$ cat config.mk
export PLATFORM = sky130hd
export DESIGN_NAME = lcm_calc
export DESIGN_NICKNAME = d
export VERILOG_FILES = /design/src/rtl/lcm_calc.sv
export SDC_FILE = /design/constraint.sdc
export NUM_CORES = 1
export LEC_CHECK = 0
export BUFFER_PORTS_ARGS = -buffer_cell sky130_fd_sc_hd__buf_4
export CORE_ASPECT_RATIO = 0.7
export CORE_MARGIN = 4
export CORE_UTILIZATION = 45
export DETAILED_ROUTE_END_ITERATION = 7
export GPL_TIMING_DRIVEN = 0
export SYNTH_ARGS = -nofsm -noshare
export SYNTH_HDL_FRONTEND = slang
export SYNTH_SLANG_ARGS = --single-unit
$ cat constraint.sdc
create_clock -name clk -period 7.75 [get_ports clk]
set_input_delay 1.1625 -clock clk [delete_from_list [all_inputs] [get_ports clk]]
set_output_delay 1.1625 -clock clk [all_outputs]
set_load 0.01 [all_outputs]
$ cat src/rtl/lcm_calc.sv
// lcm_calc: sequential LCM = (in1 / hcf) * in2 using a restoring divider
// followed by a shift-add multiplier, with a start/busy/done handshake.
//
// Ports:
//   clk, rst         clock, asynchronous active-high reset
//   start            request, sampled only while idle
//   in1, in2, hcf    operands and upstream HCF, captured on accepted start
//   busy             high from accept through the final compute cycle
//   done             one-cycle pulse, lcm/err valid
//   lcm              2N-bit result, held until the next accepted start
//   err              hcf was zero or does not divide in1
module lcm_calc #(
    parameter int N = 8
) (
    input  logic           clk,
    input  logic           rst,
    input  logic           start,
    input  logic [N-1:0]   in1,
    input  logic [N-1:0]   in2,
    input  logic [N-1:0]   hcf,
    output logic           busy,
    output logic           done,
    output logic [2*N-1:0] lcm,
    output logic           err
);

    localparam int CW = $clog2(N + 1);
    localparam logic [CW-1:0] CNT_LAST = CW'(N - 1);

    typedef enum logic [1:0] {
        S_IDLE,
        S_DIV,
        S_MUL,
        S_DONE
    } state_t;

    state_t          state_q, state_d;
    logic [N-1:0]    q_q, q_d;     // dividend, becomes quotient, then multiplier
    logic [N-1:0]    h_q, h_d;
    logic [N:0]      rem_q, rem_d;
    logic [2*N-1:0]  mc_q, mc_d;   // multiplicand, shifted left each MUL cycle
    logic [2*N-1:0]  acc_q, acc_d;
    logic [CW-1:0]   cnt_q, cnt_d;
    logic            bad_q, bad_d; // pending err for the DONE cycle
    logic            busy_q, busy_d;
    logic            done_q, done_d;
    logic            err_q, err_d;
    logic [2*N-1:0]  lcm_q, lcm_d;

    logic [N:0]      rem_sh;
    logic            ge;
    logic [N:0]      rem_nx;
    logic [N-1:0]    q_nx;

    // One restoring-division step: shift in the next dividend bit, subtract
    // hcf when it fits. The remainder stays below hcf, so N+1 bits suffice.
    always_comb begin
        rem_sh = {rem_q[N-1:0], q_q[N-1]};
        ge     = (rem_sh >= {1'b0, h_q});
        rem_nx = ge ? (rem_sh - {1'b0, h_q}) : rem_sh;
        q_nx   = (q_q << 1) | N'(ge);
    end

    always_comb begin
        state_d = state_q;
        q_d     = q_q;
        h_d     = h_q;
        rem_d   = rem_q;
        mc_d    = mc_q;
        acc_d   = acc_q;
        cnt_d   = cnt_q;
        bad_d   = bad_q;
        busy_d  = busy_q;
        done_d  = 1'b0;
        err_d   = err_q;
        lcm_d   = lcm_q;

        unique case (state_q)
            S_IDLE: begin
                if (start) begin
                    q_d    = in1;
                    h_d    = hcf;
                    mc_d   = {{N{1'b0}}, in2};
                    rem_d  = '0;
                    acc_d  = '0;
                    cnt_d  = '0;
                    err_d  = 1'b0;
                    busy_d = 1'b1;
                    if (in1 == '0 || in2 == '0) begin
                        bad_d   = 1'b0;
                        state_d = S_DONE;
                    end else if (hcf == '0) begin
                        bad_d   = 1'b1;
                        state_d = S_DONE;
                    end else begin
                        bad_d   = 1'b0;
                        state_d = S_DIV;
                    end
                end
            end
            S_DIV: begin
                rem_d = rem_nx;
                q_d   = q_nx;
                cnt_d = cnt_q + 1'b1;
                if (cnt_q == CNT_LAST) begin
                    cnt_d = '0;
                    if (rem_nx != '0) begin
                        bad_d   = 1'b1;
                        state_d = S_DONE;
                    end else begin
                        state_d = S_MUL;
                    end
                end
            end
            S_MUL: begin
                if (q_q[0]) begin
                    acc_d = acc_q + mc_q;
                end
                mc_d  = mc_q << 1;
                q_d   = q_q >> 1;
                cnt_d = cnt_q + 1'b1;
                if (cnt_q == CNT_LAST) begin
                    cnt_d   = '0;
                    state_d = S_DONE;
                end
            end
            S_DONE: begin
                // Outputs are registered: done/lcm/err appear on the edge
                // that leaves DONE, as the FSM returns to IDLE.
                state_d = S_IDLE;
                busy_d  = 1'b0;
                done_d  = 1'b1;
                err_d   = bad_q;
                lcm_d   = bad_q ? '0 : acc_q;
            end
            default: begin
                state_d = S_IDLE;
                busy_d  = 1'b0;
            end
        endcase
    end

    always_ff @(posedge clk or posedge rst) begin
        if (rst) begin
            state_q <= S_IDLE;
            q_q     <= '0;
            h_q     <= '0;
            rem_q   <= '0;
            mc_q    <= '0;
            acc_q   <= '0;
            cnt_q   <= '0;
            bad_q   <= 1'b0;
            busy_q  <= 1'b0;
            done_q  <= 1'b0;
            err_q   <= 1'b0;
            lcm_q   <= '0;
        end else begin
            state_q <= state_d;
            q_q     <= q_d;
            h_q     <= h_d;
            rem_q   <= rem_d;
            mc_q    <= mc_d;
            acc_q   <= acc_d;
            cnt_q   <= cnt_d;
            bad_q   <= bad_d;
            busy_q  <= busy_d;
            done_q  <= done_d;
            err_q   <= err_d;
            lcm_q   <= lcm_d;
        end
    end

    assign busy = busy_q;
    assign done = done_q;
    assign err  = err_q;
    assign lcm  = lcm_q;

endmodule

After elaboration in Yosys (flattened, before gate mapping)
Cells that the tools add are included.

Bits of input ports: 27. Output and inout bits: 19. Flip-flop bits (word level): 82. Logic and storage cells: 79.

Reduce and logical (&&, ||, !) cells: 21. $add $sub $neg: 3. Bitwise gates (word level): 1. Order comparisons: 1. Equal/unequal tests: 9. Mux-type cells: 32.

Operator list (count): 2-to-1 mux 16 bit (4); one-hot mux 16 bit (2 select lines) (2); logical NOT 8 bit (3); one-hot mux 8 bit (3 select lines) (1); adder 16 bit (1); 2-to-1 mux 8 bit (2); one-hot mux 8 bit (2 select lines) (1); AND reduction 2 bit (6); 2-to-1 mux 2 bit (5); inequality test 2 bit (second input constant) (5); >= comparator 9 x 8 -> 1 bit (1); 2-to-1 mux 1 bit (9); 2-to-1 mux 9 bit (1); nonzero test 9 bit (1); subtractor 9 x 8 -> 9 bit (1); 2-to-1 mux 4 bit (2); bitwise OR 8 x 1 -> 8 bit (1); one-hot mux 2 bit (4 select lines) (1); one-hot mux 4 bit (2 select lines) (1); nonzero test 2 bit (4); one-hot mux 1 bit (2 select lines) (3); AND reduction 3 bit (2); adder 4 x 1 -> 4 bit (second input constant) (1); equality test 2 bit (second input constant) (2); other kinds (7) (7).

Depth between registers and ports, before layout
Gate-level depths: netlist of the first run.

Depth after elaboration: 6. Depth in mapped cells: 11. Gate-level depth less buffers: 11.

Worst setup path before layout of the first run
Ideal clock, no wire load.

Path kind: register -> register. Start: register q_q[7]. End: register state_q[0]. Arrival: 2.584 ns. Setup time: 0.141 ns. Cell stages (with the launch flop): 12. Slack: 5.024 ns. Clock period less this slack: 2.726 ns. Path through: dfrtp_1 > inv_1 > ha_1 > inv_1 > fa_1 > a211oi_2 > o21bai_1 > a21oi_1 > xnor2_1 > or4_1 > o311ai_1 > a41oi_1.

Word-level cells in the longest chain between the ends: 6.

Ends and longest elaborated chain: from (decl) (line 38) `logic [N-1:0] q_q, q_d;`; from (signal assigned) (line 159) `q_q <= q_d;`; subtractor 9 x 8 -> 9 bit / >= comparator 9 x 8 -> 1 bit (equally long branches) (line 60, 59); 2-to-1 mux 9 bit (*) (line 60) `rem_nx = ge ? (rem_sh - {1'b0, h_q}) : rem_sh;`; nonzero test 9 bit (*) (line 107) `if (rem_nx != '0) begin`; 2-to-1 mux 1 bit (*) (line 107); 2-to-1 mux 2 bit (*) (line 105) `if (cnt_q == CNT_LAST) begin`; one-hot mux 2 bit (4 select lines) (*) (line 78) `unique case (state_q)`; to (signal assigned) (line 158) `state_q <= state_d;`; to (decl) (line 37) `state_t state_q, state_d;`.

Mark *: on every way between the ends. The rest lies on a longest branch, timed or not. The select of a mux whose other input is x is not followed. A chain may end at the register's enable or synchronous reset.

Worst setup path after layout of the first run
Same ends and word-level chain as after synthesis.

==> results of run 1 <==
-- metal layers --
| layer | vias to the layer above | GRT usage | routed length, µm |
|---|---|---|---|
| met3 | 14 | 0.0405 | 489 |
| met2 | 87 | 0.280 | 4690 |
| met5 | - | 0 | 0 |
| met1 | 1879 | 0.325 | 6300 |
| li1 | 1947 | - | - |
| met4 | 0 | 0.0493 | 122 |
-- flip-flops by register name, summed over array words and instances, names as in the netlist --
register	cells
rem_q	8
lcm	16
busy	1
state_q	2
err	1
bad_q	1
done	1
mc_q	16
q_q	8
acc_q	16
cnt_q	4
h_q	8
-- worst max-delay path, cell delays in order, from the launching register on --
cell      delay, ps
dfrtp_1         430
inv_1           100
ha_1            210
inv_1            80
fa_1            430
a211oi_2        260
o21bai_1        140
a21oi_1         190
xnor2_1         110
or4_1           580
o311ai_1        330
a41oi_1         160
-- layout make-up --
type	instances	area [µm²]
Inverter	36	138
Fill cell	941	4440
Tap cell	128	160
Timing Repair Buffer	46	365
Multi-Input combinational cell	377	2420
Buffer	19	82.6
Clock buffer	14	254
Sequential cell	82	2050
-- logic make-up after synthesis --
kind of cell               Yosys count
adders and majority gates           30
xor gates and xnor gates            17
DFF                                 82
buffers and inverters               55
AOI/OAI and AO/OA                  164
muxes                               16
and+or+nand+nor                    150
-- power breakdown --
group	internal, mW	leakage [nW]	switching, mW
clock	0.223	0.123	0.158
combinational	0.565	1.33	0.810
sequential	0.601	1.06	0.139
total	1.39	2.51	1.11
-- stage by stage --
| step | instances | setup WS, ps |
|---|---|---|
| final | 702 | 4600 |
| after global routing | 702 | 4330 |
| after CTS | 702 | 4610 |
| after detailed placement | 688 | 4640 |
| after global placement | 687 | 3370 |
| after floorplan | 514 | 4480 |
-- cell usage in the layout, fill, tap and decap left out, types with 7 or more instances in the layout --
cell,instances
dfrtp_1,82
nand2_1,72
buf_4,48
o21ai_0,47
inv_1,35
nor2_1,34
ha_1,28
a21oi_1,25
o22ai_1,22
clkbuf_1,20
o21ai_1,12
xor2_1,12
a22o_1,11
nand3_1,9
mux2_2,9
clkbuf_16,9
mux2i_1,7
-- worst max-delay path by stage --
| stage | from | endpoint | slack, ps | cells after the start |
|---|---|---|---|---|
| 4_1_cts | q_q[7]$_DFFE_PP0P_ | state_q[0]$_DFFE_PP0P_ | 4610 | 11 |
| 3_5_place_dp | q_q[7]$_DFFE_PP0P_ | state_q[0]$_DFFE_PP0P_ | 4640 | 11 |
| 3_3_place_gp | rst | acc_q[4]$_DFFE_PP0P_ | 3370 | 2 |
| 2_1_floorplan | rst | acc_q[0]$_DFFE_PP0P_ | 4480 | 1 |
| 6_report | q_q[7]$_DFFE_PP0P_ | state_q[0]$_DFFE_PP0P_ | 4600 | 11 |
| 5_1_grt | q_q[7]$_DFFE_PP0P_ | state_q[0]$_DFFE_PP0P_ | 4330 | 11 |
==> results_dict.tcl, run 1 <==
set metrics [dict create \
    cts_tree "done" \
    status "finished clean" \
    fp.coreArea_um2 9910 \
    cp-end-kind "register" \
    num_vias 3927 \
    setup_viol 0 \
    cellPowerDensity_nw_per_um2 456 \
    critPathRequiredTime_ps 7940 \
    yosys.area_share.simple 0.145 \
    synth_warnings 0 \
    htreeDepth 3 \
    r2r-end "state_q[0]$_DFFE_PP0P_" \
    min_path_cells 1 \
    finalCoreUtilization 0.552 \
    avgSynthCellArea_um2 9.12 \
    synth_nets 571 \
    grt_setup_unrepaired "no" \
    antenna_found_initial 0 \
    num_rows 30 \
    grt_max_degree 61 \
    die_area_um2 12100 \
    maxSlewHeadroom 0.510 \
    wire_per_inst_um 16.5 \
    drive_gt1_frac 0.131 \
    routed_wl_um 11600 \
    synth_xor_area_frac 0.0318 \
    worst_pin_slew_ps 730 \
    synth.distinct_cells 50 \
    synth_edf_count 0 \
    hp-start "h_q[3]$_DFFE_PP0P_" \
    ys.flop_type "dfrtp_1" \
    initial_core_util 0.473 \
    synth.most_common_cell "dfrtp_1" \
    globalplace.congestion 0.877 \
    criticalPathCategory "register to register" \
    fin_area_um2 5470 \
    cts-root-buf "clkbuf_16" \
    synth_compound_area_frac 0.219 \
    yosys.area.top_type_share 0.438 \
    synth_mux_area_frac 0.0366 \
    hold_class "register to register" \
    cts_setup_buffers 0 \
    n_antenna_cell 0 \
    yosysTopAreaCell "dfrtp_1" \
    die_x_um 130 \
    grt_first_pass_wirelength_um 19600 \
    clkTransAtPathRegs_ps 60 \
    grt_overflow 0 \
    fin_tns_setup_ps 0 \
    grt_pass1_vias 3830 \
    async_flop_share 1.00 \
    ys_seq_area_frac 0.438 \
    total_power_mw 2.50 \
    synth_top_family_by_area "compound AO/OA/AOI/OAI gates" \
    hold_viol 0 \
    report.final.slew_viol_count 0 \
    num_io_pins 46 \
    cellLeakagePower_nw 2.51 \
    fin_hold_ws_ps 506 \
    maxCapViolCount 0 \
    area_growth_pct 16.7 \
    r2r_start "q_q[7]$_DFFE_PP0P_" \
    start_kind "register" \
    ant_nets 0 \
    fin_nets 628 \
    cts_buffers 9 \
    synth_fa_ha_area_frac 0.0833 \
    ys_seq_elements 82 \
    hold_end "h_q[3]$_DFFE_PP0P_" \
    clock_latency_ps 330 \
    place_area_um2 5210 \
    grt_util_all_layers 0.204 \
    cts.sink_count 82 \
    critPathMaxFanout 4 \
    synth_area_um2 4690 \
    critPathArrivalTime_ps 3340 \
    dr.pass1.iters 4 \
    r2r_setup_slack_ps 4600 \
    skew_ps 4.17 \
    yosys-top-cells-count "dfrtp_1 (82), nand2_1 (72), o21ai_0 (47)" \
    die_h_um 93.4 \
    synth_area_leaders "dfrtp_1 (44%), ha_1 (7.5%), nand2_1 (5.8%)" \
    cts_resized 0 \
    r2r_cells 11 \
    cts_hold_buf 0 \
    fin_crit_sh 0.407 \
    ir_drop_v 0.000186 \
    vias_per_cell 5.59 \
    io_buffers 45 \
    dpl.hpwl_um 8620 \
    cts_max_path_buffers 2 \
    drt_iter0_markers 225 \
    max_freq_ghz 0.317 \
    post-route-drc-count 0 \
    period_needed_ps 3150 \
    synth_cells 514 \
]
No activity file was read; power rests on OpenSTA's default activity.
==> run 2: changes to the inputs <==
ABC_AREA = 1   (was not set)
clock period = 3.3 ns   (was 7.75 ns; I/O delays follow)
==> run 2 against run 1 <==
Critical endpoint is now acc_q[12]$_DFFE_PP0P_. Clock power rose to 2.5 times the previous value. First-iteration DRC count grew 38%. Largest cell class unchanged. Die area rose by 2.3%.
==> results_dict.tcl, run 2 <==
set metrics [dict create \
    status "finished clean" \
    swShare 0.478 \
    drive_gt1_frac 0.138 \
    cpMostUsedCell "inv_2" \
    synth_area_um2 4800 \
    ys_seq_area_frac 0.427 \
    synth_warnings 0 \
    num_vias 4212 \
    clkTransAtPathRegs_ps 60 \
    setup_viol 0 \
    fin_hold_ws_ps 83.3 \
    cellPowerDensity_nw_per_um2 1130 \
    n_antenna_cell 0 \
    num_io_pins 46 \
    synth_nets 674 \
    r2r_cells 11 \
    clock_latency_ps 330 \
    ir_drop_v 0.000482 \
    drt_iter0_markers 310 \
    routed_wl_um 11700 \
    max_freq_ghz 0.403 \
    num_rows 31 \
    hold_viol 0 \
    report.final.slew_viol_count 0 \
    cp_slowest_cell "nor2_2" \
    period_needed_ps 2480 \
    wl_met1_um 6610 \
    post-route-drc-count 0 \
    maxCapViolCount 0 \
    crit_chain "inv_1 > ha_1 > inv_2 > nor2_1 > inv_2 > nand2_1 > nor2_2 > inv_2 > a21oi_1 > o21ai_1 > o21ai_0" \
    cellLeakagePower_nw 2.86 \
    skew_ps 6.36 \
    wl_met2_um 4530 \
    ys.flop_type "dfrtp_1" \
    sequentialPowerShare 0.267 \
    cts_buffers 9 \
    total_power_mw 6.35 \
    synth.distinct_cells 38 \
    final_common_cell "nand2_1" \
    highest-signal-layer "met4" \
    cp-end-kind "register" \
    cts_hold_buf 0 \
    dpl.hpwl_um 9090 \
    worst_pin_slew_ps 521 \
    dr.pass1.iters 5 \
    pwr-share-clk 0.151 \
    synth_edf_count 0 \
    final_cell_mix "nand2_1 (126), inv_1 (95), dfrtp_1 (82)" \
    yosys.area.top_type_share 0.427 \
    grt_first_pass_wirelength_um 20300 \
    synth.most_common_cell "nand2_1" \
    grt_max_degree 69 \
    cts_setup_buffers 0 \
    final_cell_count_no_fill 811 \
    internal_power_mw 3.31 \
    grt_setup_unrepaired "no" \
    wl_met3_um 495 \
    r2r_setup_slack_ps 820 \
    yosysTopAreaCell "dfrtp_1" \
    r2r_start "state_q[0]$_DFFE_PP0P_" \
    vias_per_cell 5.19 \
    switchingPower_mw 3.04 \
    globalplace.congestion 0.845 \
    grt_util_all_layers 0.201 \
    r2r-end "acc_q[12]$_DFFE_PP0P_" \
    criticalPathCategory "register to register" \
    antenna_found_initial 0 \
    avgSynthCellArea_um2 7.79 \
    start_kind "register" \
    cts.sink_count 82 \
    cts_resized 0 \
    fin_nets 731 \
    grt_overflow 0 \
    fp.coreArea_um2 10400 \
    power_frac_comb 0.583 \
    yosys-top-cells-count "nand2_1 (126), inv_1 (96), dfrtp_1 (82)" \
    cts_max_path_buffers 2 \
    hold_class "input port to async pin" \
    slowest_delay_ps 480 \
    cts_tree "done" \
    area_growth_pct 17.0 \
    ant_nets 0 \
    die_h_um 94.4 \
    place_inst 795 \
    async_flop_share 1.00 \
    io_buffers 45 \
    synth_cells 617 \
    ys_seq_elements 82 \
    initial_core_util 0.462 \
    grt_pass1_vias 4036 \
    die_x_um 131 \
    cts-root-buf "clkbuf_16" \
    die_area_um2 12400 \
    wire_per_inst_um 14.4 \
    critPathRequiredTime_ps 3560 \
    maxSlewHeadroom 0.652 \
    critPathArrivalTime_ps 2740 \
    fin_tns_setup_ps 0 \
    htreeDepth 3 \
    synth_area_leaders "dfrtp_1 (43%), nand2_1 (9.8%), inv_1 (7.5%)" \
    fin_crit_sh 0.751 \
    critPathMaxFanout 10 \
]
==> run 2: cell types whose count changed in the layout (fill, tap and decap cells not counted), moves of 6 or more <==
cell     previous run  this run
inv_1              35        95
nand2_1            72       126
nand3_1             9        39
o21ai_0            47        62
a22o_1             11         1
inv_2               0         9
mux2_2              9         0
xor2_1             12         3
nand2_2             0         8
o21ai_1            12        20
mux2i_1             7         0
a22oi_1             6         0
==> run 2: power groups by stage <==
stage                     Sequential, mW  Clock, mW  Combinational (mW)
after floorplan                     1.67          0                2.75
after global placement              1.69          0                3.61
after detailed placement            1.70          0                3.68
after CTS                           1.69      0.976                3.69
after global routing                1.74       1.02                4.24
final                               1.69      0.956                3.70
==> run 2: cell type report <==
type | count | area, µm²
buffer | 15 | 73.8
sequential | 82 | 2050
tap | 132 | 165
multi-input combinational | 413 | 2280
clock buffer | 14 | 274
clock inverter | 2 | 10.0
fill | 1046 | 4770
inverter | 107 | 404
timing repair buffer | 46 | 365
==> run 2: worst max path at each step <==
| stage | cells after the start | startpoint | slack [ps] | to |
|---|---|---|---|---|
| after floorplan | 1 | rst | 700 | acc_q[0]$_DFFE_PP0P_ |
| after global placement | 2 | rst | -420 | lcm[0]$_DFFE_PP0P_ |
| after CTS | 11 | state_q[0]$_DFFE_PP0P_ | 860 | acc_q[12]$_DFFE_PP0P_ |
| after detailed placement | 11 | state_q[0]$_DFFE_PP0P_ | 880 | acc_q[12]$_DFFE_PP0P_ |
| after global routing | 11 | state_q[0]$_DFFE_PP0P_ | 560 | acc_q[14]$_DFFE_PP0P_ |
| final | 11 | state_q[0]$_DFFE_PP0P_ | 820 | acc_q[12]$_DFFE_PP0P_ |
==> run 2: metrics by stage <==
stage | util | setup slack, ps | cell area, µm²
6_report | 0.541 | 820 | 5620
3_3_place_gp | 0.510 | -415 | 5310
2_1_floorplan | - | 697 | 4800
4_1_cts | 0.541 | 863 | 5620
5_1_grt | 0.541 | 565 | 5620
3_5_place_dp | 0.513 | 877 | 5340
==> run 2: per-layer routing <==
layer,GRT usage,vias up
li1,-,2150
met1,0.321,1962
met2,0.277,93
met3,0.0415,7
met4,0.0420,0
met5,0,-
==> run 2: logic make-up after synthesis <==
group / Yosys count / share of synthesized area
fa+ha+maj: 30 / 0.0813
compound gates: 149 / 0.168
simple gates: 229 / 0.215
flops: 82 / 0.427
xor+xnor: 5 / 0.00912
buf+inv: 122 / 0.0990
==> run 2: worst max-delay path, delay by kind of cell, from the launching register on <==
family          cells  cell delay (ps)
simple gates        3              820
flops               1              430
compound gates      3              310
buf+inv             4              570
fa+ha+maj           1              270
==> run 3: changes to the inputs <==
clock period = 2.3 ns   (was 3.3 ns; I/O delays follow)
==> run 3 against run 2 <==
Critical endpoint is now state_q[0]$_DFFE_PP0P_. Utilization rose by 2.6 points. Register-to-register slack got worse by 740 ps. Highest routed layer unchanged. Combinational power rose by 58%. Fmax rose by 12%. Critical path type unchanged. Design area rose by 4.8%. Via count rose by 2.7%. Setup slack got worse by 740 ps. Global-route usage rose by 0.23 points.
==> results_dict.tcl, run 3 (synthesized netlist as in run 2, its figures left out) <==
set metrics [dict create \
    status "finished clean" \
    routed_wl_um 12300 \
    critPathMaxFanout 7 \
    area_growth_pct 22.7 \
    final_common_cell "nand2_1" \
    num_io_pins 46 \
    cellLeakagePower_nw 2.93 \
    cts_buffers 9 \
    fp.coreArea_um2 10400 \
    cts-root-buf "clkbuf_16" \
    vias_per_cell 5.27 \
    dpl.hpwl_um 9290 \
    grt_max_degree 39 \
    critPathRequiredTime_ps 2530 \
    cts.sink_count 82 \
    dr.pass1.iters 5 \
    clkTransAtPathRegs_ps 60 \
    post-route-drc-count 0 \
    htreeDepth 3 \
    multi_input_area_um2 2430 \
    grt_first_pass_wirelength_um 20300 \
    period_needed_ps 2220 \
    drt_iter0_markers 278 \
    start_kind "register" \
    die_area_um2 12400 \
    cp-end-kind "register" \
    worst_pin_slew_ps 857 \
    wire_per_inst_um 14.9 \
    grt_pass1_vias 4078 \
    fin_area_um2 5890 \
    grt_overflow 0 \
    ant_nets 0 \
    criticalPathCategory "register to register" \
    num_rows 31 \
    hold_class "input port to async pin" \
    grt_util_all_layers 0.204 \
    cts_max_path_buffers 2 \
    critPathArrivalTime_ps 2450 \
    fin_hold_ws_ps 176 \
    antenna_found_initial 0 \
    report.final.slew_viol_count 0 \
    maxCapViolCount 0 \
    io_buffers 45 \
    register_area_um2 2050 \
    n_fill_cell 984 \
    die_h_um 94.4 \
    cts_tree "done" \
    drive_gt1_frac 0.202 \
    num_vias 4326 \
    max_freq_ghz 0.450 \
    fin_nets 741 \
    fin_crit_sh 0.966 \
    cts_hold_buf 0 \
    n_antenna_cell 0 \
    hold_viol 0 \
    cellPowerDensity_nw_per_um2 1650 \
    clock_latency_ps 340 \
    place_area_um2 5360 \
    die_x_um 131 \
    skew_ps 4.45 \
    ir_drop_v 0.000804 \
    setup_viol 0 \
    final_cell_mix "nand2_1 (118), inv_1 (88), dfrtp_1 (81)" \
    globalplace.congestion 0.833 \
    maxSlewHeadroom 0.428 \
    initial_core_util 0.462 \
]
-- run 3: changes by cell type in the layout (fill, tap and decap cells not counted), sizes merged --
cell      previous run  this run
buf                 48        59
clkinvlp             0         1
inv                105       104
clkinv               4         3
-- run 3: metal layers --
metal,up-vias,share of wire,global-route usage
met5,-,0,0
met3,10,0.056,0.0517
met1,2037,0.53,0.311
li1,2167,-,-
met2,112,0.41,0.290
met4,0,0.0093,0.0446
-- run 3: repair_timing --
| item | CTS | global route |
|---|---|---|
| setup endpoints to repair | 14 | 26 |
| gates resized for setup | 3 | 32 |
| setup buffers | 1 | 9 |
| pin swaps | 1 | 9 |
-- run 3: power breakdown --
| part | switching (mW) | total (mW) | internal, mW |
|---|---|---|---|
| combinational | 3.62 | 5.83 | 2.21 |
| clock | 0.552 | 1.43 | 0.878 |
| sequential | 0.407 | 2.45 | 2.04 |
-- run 3: final cells by class --
type / instances / area share
multi-input combinational: 413 / 0.413
sequential: 82 / 0.348
timing repair buffer: 57 / 0.0781
inverter: 107 / 0.0688
clock buffer: 15 / 0.0505
tap: 132 / 0.0280
buffer: 14 / 0.0119
clock inverter: 1 / 0.000849
-- run 3: worst max-delay path: stages, from the launching register on --
cell	delay, ps
dfrtp_1	440
ha_4	320
nand2_2	70
nor2_2	150
inv_2	60
nor2_4	120
nor2_4	60
buf_4	160
nand3_1	100
nand2_2	70
nor2_2	120
nand3_2	100
o21ai_1	160
nand2_1	70
nand2_1	60
nand2_1	50
-- run 3: path summary, 6_finish.rpt --
| path | from | to | slack, ps | cells after the start |
|---|---|---|---|---|
| max | rem_q[3]$_DFFE_PP0P_ | state_q[0]$_DFFE_PP0P_ | 80 | 15 |
| min | rst | rem_q[7]$_DFFE_PP0P_ | 180 | 2 |
| max reg2reg | rem_q[3]$_DFFE_PP0P_ | state_q[0]$_DFFE_PP0P_ | 80 | 15 |
| min reg2reg | lcm[11]$_DFFE_PP0P_ | lcm[11]$_DFFE_PP0P_ | 480 | 2 |
| max in group asynchronous | rst | h_q[7]$_DFFE_PP0P_ | 1340 | 4 |
| min in group clk | in2[0] | mc_q[0]$_DFFE_PP0P_ | 260 | 3 |
-- run 3: per-stage QoR --
stage | setup TNS, ps | power, mW | instances | worst slack [ps] | utilization
final | 0 | 9.71 | 821 | 78.7 | 0.567
after global routing | -33.1 | 10.6 | 821 | -16.7 | 0.567
after CTS | 0 | 9.24 | 813 | 5.05 | 0.546
after detailed placement | -1120 | 7.72 | 796 | -150 | 0.515
after global placement | -803 | 7.60 | 794 | -95.1 | 0.511
after floorplan | 0 | 6.33 | 617 | 318 | -
